<file path="config.mk">
export PLATFORM = sky130hd
export DESIGN_NAME = dcmi_capture
export DESIGN_NICKNAME = d
export VERILOG_FILES = /design/src/rtl/dcmi_capture.sv
export SDC_FILE = /design/constraint.sdc
export NUM_CORES = 2
export LEC_CHECK = 0
export ABC_AREA = 1
export BUFFER_PORTS_ARGS = -buffer_cell sky130_fd_sc_hd__buf_2
export CELL_PAD_IN_SITES_DETAIL_PLACEMENT = 1
export CELL_PAD_IN_SITES_GLOBAL_PLACEMENT = 2
export CORE_AREA = 2 2 737 665
export CTS_CLUSTER_DIAMETER = 100
export DETAILED_ROUTE_END_ITERATION = 12
export DIE_AREA = 0 0 739 667
export GPL_TIMING_DRIVEN = 0
export HOLD_SLACK_MARGIN = 0.03
export PLACE_DENSITY = 0.64
export SYNTH_ARGS = -nofsm -noshare
export SYNTH_HDL_FRONTEND = slang
export SYNTH_SLANG_ARGS = --single-unit
</file>
<file path="constraint.sdc">
create_clock -name Clk -period 8.2 [get_ports Clk]
set_input_delay 2.46 -clock Clk [delete_from_list [all_inputs] [get_ports Clk]]
set_output_delay 2.46 -clock Clk [all_outputs]
set_load 0.005 [all_outputs]
</file>
<file path="src/rtl/dcmi_capture.sv">
// dcmi_capture: DCMI slave receiver. Oversamples the asynchronous DCLK/DSYNC/DATA
// bus in the Clk domain, captures one frame per ARM pulse into a first-word
// fall-through FIFO that is drained one byte per RD pulse.
//
// Optional feature macro: DCMI_CAPTURE_CRC_EN (CRC-8, poly 0x07, init 0x00,
// MSB first, no final XOR). When undefined CRC is tied to zero.
//
// Ports:
//   Clk, nRst          clock, asynchronous active-low reset
//   DATA, DSYNC, DCLK  DCMI bus (asynchronous to Clk)
//   ARM                pulse: flush FIFO, clear status, arm next frame
//   RD                 pulse: pop one byte
//   DOUT               FIFO head
//   EMPTY, FULL        FIFO flags
//   BUSY, DONE, OVF    capture status (DONE/OVF sticky until ARM)
//   LEN                bytes in current/last frame, saturating
//   CRC                CRC-8 of the frame bytes
module dcmi_capture #(
  parameter int unsigned DEPTH_LOG2 = 9
) (
  input  logic        Clk,
  input  logic        nRst,
  input  logic [7:0]  DATA,
  input  logic        DSYNC,
  input  logic        DCLK,
  input  logic        ARM,
  input  logic        RD,
  output logic [7:0]  DOUT,
  output logic        EMPTY,
  output logic        FULL,
  output logic        BUSY,
  output logic        DONE,
  output logic        OVF,
  output logic [15:0] LEN,
  output logic [7:0]  CRC
);

  localparam int unsigned AW    = DEPTH_LOG2;
  localparam int unsigned PW    = DEPTH_LOG2 + 1;
  localparam int unsigned DEPTH = 2 ** DEPTH_LOG2;

  typedef enum logic [2:0] {
    IDLE,
    WAIT_GAP,
    WAIT_SOF,
    CAPTURE,
    DONE_ST
  } state_e;

  state_e        state_q, state_d;
  logic [2:0]    dclk_q;
  logic [1:0]    dsync_q;
  logic [7:0]    data_s1_q, data_s2_q;
  logic [PW-1:0] wptr_q, wptr_d, rptr_q, rptr_d;
  logic [7:0]    mem_q [DEPTH];
  logic [7:0]    dout_q, dout_d;
  logic          empty_q, empty_d, full_q, full_d;
  logic          busy_q, busy_d, done_q, done_d, ovf_q, ovf_d;
  logic [15:0]   len_q, len_d;

  logic          rise_c, dsync_c, push_c, pop_c, wr_c;
  logic [PW-1:0] rptr_nx_c;

  // Input synchronizers; third DCLK flop is the edge-detect stage
  always_ff @(posedge Clk or negedge nRst) begin
    if (!nRst) begin
      dclk_q    <= '0;
      dsync_q   <= '0;
      data_s1_q <= '0;
      data_s2_q <= '0;
    end else begin
      dclk_q    <= {dclk_q[1:0], DCLK};
      dsync_q   <= {dsync_q[0], DSYNC};
      data_s1_q <= DATA;
      data_s2_q <= data_s1_q;
    end
  end

  // DATA/DSYNC come from the same stage as the detected edge
  assign rise_c  = dclk_q[1] & ~dclk_q[2];
  assign dsync_c = dsync_q[1];

  // Next-state logic; ARM overrides everything
  always_comb begin
    state_d = state_q;
    push_c  = 1'b0;
    if (ARM) begin
      state_d = WAIT_GAP;
    end else begin
      case (state_q)
        IDLE:     state_d = IDLE;
        WAIT_GAP: if (!dsync_c) state_d = WAIT_SOF;
        WAIT_SOF: if (dsync_c) state_d = CAPTURE;
        CAPTURE: begin
          if (!dsync_c)    state_d = DONE_ST;
          else if (rise_c) push_c  = 1'b1;
        end
        DONE_ST:  state_d = DONE_ST;
        default:  state_d = IDLE;
      endcase
    end
  end

  // FIFO pointer/flag/head and status next-state
  assign pop_c     = RD & ~empty_q;
  assign wr_c      = push_c & (~full_q | pop_c);
  assign rptr_nx_c = rptr_q + PW'(1);

  always_comb begin
    wptr_d  = wptr_q;
    rptr_d  = rptr_q;
    dout_d  = dout_q;
    ovf_d   = ovf_q;
    len_d   = len_q;
    if (ARM) begin
      wptr_d = '0;
      rptr_d = '0;
      dout_d = '0;
      ovf_d  = 1'b0;
      len_d  = '0;
    end else begin
      if (wr_c)  wptr_d = wptr_q + PW'(1);
      if (pop_c) rptr_d = rptr_nx_c;
      // Registered fall-through head: bypass the incoming byte when the
      // FIFO is (or is about to become) empty
      if (pop_c) begin
        if (rptr_nx_c == wptr_q) begin
          if (wr_c) dout_d = data_s2_q;
        end else begin
          dout_d = mem_q[rptr_nx_c[AW-1:0]];
        end
      end else if (wr_c && empty_q) begin
        dout_d = data_s2_q;
      end
      if (push_c && !wr_c)             ovf_d = 1'b1;
      if (push_c && len_q != 16'hFFFF) len_d = len_q + 16'd1;
    end
    empty_d = (rptr_d == wptr_d);
    full_d  = (rptr_d[AW-1:0] == wptr_d[AW-1:0]) && (rptr_d[AW] != wptr_d[AW]);
    busy_d  = (state_d == WAIT_GAP) || (state_d == WAIT_SOF) || (state_d == CAPTURE);
    done_d  = (state_d == DONE_ST);
  end

  always_ff @(posedge Clk or negedge nRst) begin
    if (!nRst) begin
      state_q <= IDLE;
      wptr_q  <= '0;
      rptr_q  <= '0;
      dout_q  <= '0;
      empty_q <= 1'b1;
      full_q  <= 1'b0;
      busy_q  <= 1'b0;
      done_q  <= 1'b0;
      ovf_q   <= 1'b0;
      len_q   <= '0;
    end else begin
      state_q <= state_d;
      wptr_q  <= wptr_d;
      rptr_q  <= rptr_d;
      dout_q  <= dout_d;
      empty_q <= empty_d;
      full_q  <= full_d;
      busy_q  <= busy_d;
      done_q  <= done_d;
      ovf_q   <= ovf_d;
      len_q   <= len_d;
    end
  end

  // Storage array, not reset; contents are only visible through the pointers
  always_ff @(posedge Clk) begin
    if (wr_c) mem_q[wptr_q[AW-1:0]] <= data_s2_q;
  end

`ifdef DCMI_CAPTURE_CRC_EN
  logic [7:0] crc_q, crc_d;

  function automatic logic [7:0] crc8_byte(input logic [7:0] c, input logic [7:0] d);
    logic [7:0] r;
    r = c ^ d;
    for (int i = 0; i < 8; i++) r = r[7] ? ((r << 1) ^ 8'h07) : (r << 1);
    return r;
  endfunction

  // CRC counts every received byte, including those dropped on overflow
  always_comb begin
    crc_d = crc_q;
    if (ARM)         crc_d = '0;
    else if (push_c) crc_d = crc8_byte(crc_q, data_s2_q);
  end

  always_ff @(posedge Clk or negedge nRst) begin
    if (!nRst) crc_q <= '0;
    else       crc_q <= crc_d;
  end

  assign CRC = crc_q;
`else
  assign CRC = 8'h00;
`endif

  assign DOUT  = dout_q;
  assign EMPTY = empty_q;
  assign FULL  = full_q;
  assign BUSY  = busy_q;
  assign DONE  = done_q;
  assign OVF   = ovf_q;
  assign LEN   = len_q;

endmodule
</file>
==> qor.txt <==
Core area - 486000 sq um
Die Y - 667 microns
PortBufs - 42
Synth cell count leaders - 4288 x nand2_1, 4096 x edfxtp_1, 4093 x nand3_1, 601 x buf_2, 553 x nor2_1
Failing checks - max-capacitance violations, max-slew violations
Fin. Hold Viols - 0
Via count - 129867
Post-synth top flop - edfxtp_1
Pin count of the biggest net entering global routing - 90
CP Data Required Time - 8880 ps
Synth Cell Area - 169000 sq um
Hold buffers post-CTS - 0
Startpoint Class - input port
Ys Warns - 0
Number of global-route vias before repair - 120342
Static leakage - 0.0680 uW
Synthesized instance count - 14305
Initial antenna violation count - 116
Non-filler cells in the finished layout - 21893
Post-Route Skew - 57.7 ps
Top-area cell type share of the netlist area - 0.727
Placer congestion estimate - 0.968
Avg WL per Cell - 40.2 microns
Hold slack - 347 ps
CTS tree - yes
Slew @ Worst Pin - 1650 ps
Final worst path period need - 6560 ps
Hold Path Class - flop to flop
Setup_tns - 0 ps
Later-pin clock latency in the skew report - 1100 ps
Post-synth EDFFs - 4096
Power Dens Cells - 255 nW/um^2
IO Pins - 51
Clock buffer depth - 4
Area contributors post-synth - edfxtp_1 73%, nand3_1 12%, nand2_1 9.5%
Initial core utilization - 0.349
H-tree levels - 5
Crit path kind - input port to flop
1st-pass router iterations - 6
Peak supply drop - 0.193 mV
Most common cell in the netlist - nand2_1
Asr flop ratio synth - 0.0175
Part of the cycle the worst path needs - 0.800
Element type at the critical path end - flop
Yosys cell types - 42
Fillers - 51737
Post-route DRC violation count - 0
FP Rows - 243
Final Setup Violations - 0
Clock transition at path regs - 60 ps
Core Util, Final - 0.404
Root Buffer - clkbuf_16
RSZ-0062 raised after global routing - no
CP arrival - 7240 ps
Gr ovfl total - 0
Routed vias/inst - 5.93
Crit-path max FO - 10
Placed cell count - 20994
First-pass GRT wire length - 1150000 microns
Mean area per synthesized cell - 11.8 sq um
Cts bufs inserted - 454
Worst slew margin - -0.107
Fmax achieved - 153 MHz
1st-iter DRT viols - 20854
Post_cts resized - 0
Share of cells above drive strength 1 - 0.110
Status - finished, violations left
Final slew viol count - 168
Die ar. - 493000 sq um
Area leader, netlist - edfxtp_1
FF+latch count, synth - 4169
Post CTS Setup Buffer Count - 0
CTS sink cnt - 4169
Dpl hpwl - 626000 microns
Detail Route Antenna Nets - 0
Die W - 739 microns
Max_cap viols - 18
Sequential cell area fraction in the yosys report - 0.737
Area added between synthesis and finish - 15.8%
GRT Total Usage - 0.348
Total Wirelength - 881000 microns
Nets - 14980
-- through the flow --
step           power (uW)  cell area, sq um  setup slack (ps)
4_1_cts             49800            196000              1890
5_1_grt             50900            196000              1840
3_5_place_dp        29400            181000               765
3_3_place_gp        29700            178000            -10120
2_1_floorplan       26400            169000               731
6_report            50100            196000              1640
-- final timing paths --
| check | start | to | slack [ps] | cells after the start |
|---|---|---|---|---|
| max in group asynchronous | nRst | DOUT[4] | 6160 | 2 |
| min | dsync_q[0] | dsync_q[1] | 350 | 0 |
| min in group asynchronous | nRst | data_s2_q[6] | 1330 | 1 |
| max | ARM | mem_q[504][5] | 1640 | 9 |
| max reg2reg | rptr_q[1] | DOUT[5] | 2260 | 18 |
| min reg2reg | dsync_q[0] | dsync_q[1] | 350 | 0 |
-- sequential cells by signal (all words and copies together) (netlist names) --
register	cells
data_s2_q	8
FULL	1
EMPTY	1
state_q	3
dsync_q	2
data_s1_q	8
BUSY	1
OVF	1
LEN	16
dclk_q	3
mem_q	4096
rptr_q	10
DOUT	8
DONE	1
wptr_q	10
-- cell families (layout without fill, tap and decap cells) --
group / count (synthesis) / in the layout / synth area share
other cells: 1 / 75 / 0.0000222
xor+xnor: 20 / 20 / 0.00103
flops: 4169 / 4169 / 0.737
simple gates: 8978 / 8978 / 0.230
buf+inv: 1079 / 2101 / 0.0295
fa+ha+maj: 6 / 6 / 0.000443
compound gates: 52 / 52 / 0.00178
-- cell type report --
class	count	area, sq um	area share
multi-input cells	9064	39700	0.203
clock inverters	251	2370	0.0121
clock buffers	579	12200	0.0622
repair buffers	192	3530	0.0180
well taps	6492	8120	0.0414
diodes	67	168	0.000855
flip-flops and latches	4169	125000	0.637
inverters	82	312	0.00159
plain buffers	997	4810	0.0245
-- power breakdown --
group | switching [uW] | leakage, uW | total [uW] | internal, uW
logic | 4600 | 0.0232 | 5700 | 1110
clock network | 9240 | 0.00708 | 20900 | 11700
registers | 49.3 | 0.0377 | 23400 | 23400
-- layer usage --
layer,GRT usage,wire length (microns),vias up
met2,0.509,373000,8036
li1,-,-,52303
met4,0.171,50100,34
met1,0.478,357000,67869
met3,0.0946,100000,1625
met5,0,238,-
-- placed cells by master (no fill, tap or decap), drive strengths merged --
cell type,Yosys,layout
diode,0,67
clkbuf,286,867
inv,77,94
dfrtp,72,72
o21a,1,1
dfstp,1,1
o22ai,11,11
bufinv,0,38
o211ai,1,1
nand4,8,8
and3,1,1
edfxtp,4096,4096
nor2,557,557
a221oi,1,1
nor4,3,3
conb,1,8
a22o,1,1
nand3,4094,4094
nand2,4295,4295
ha,6,6
nor3,15,15
clkinv,5,181
o21ai,25,25
or2,5,5
buf,711,901
a21oi,11,11
clkinvlp,0,20
o31ai,1,1
xnor2,1,1
xor2,19,19
-- worst max-delay path: stages --
cell and delay, ps:
buf_2 170, inv_1 580, nand2_1 180, inv_2 270, nand2_4 190, nor2_1 450
nand2_1 790, clkbuf_2 830, nor2_1 1250
Note: power is estimated with default switching activity, not from simulation.
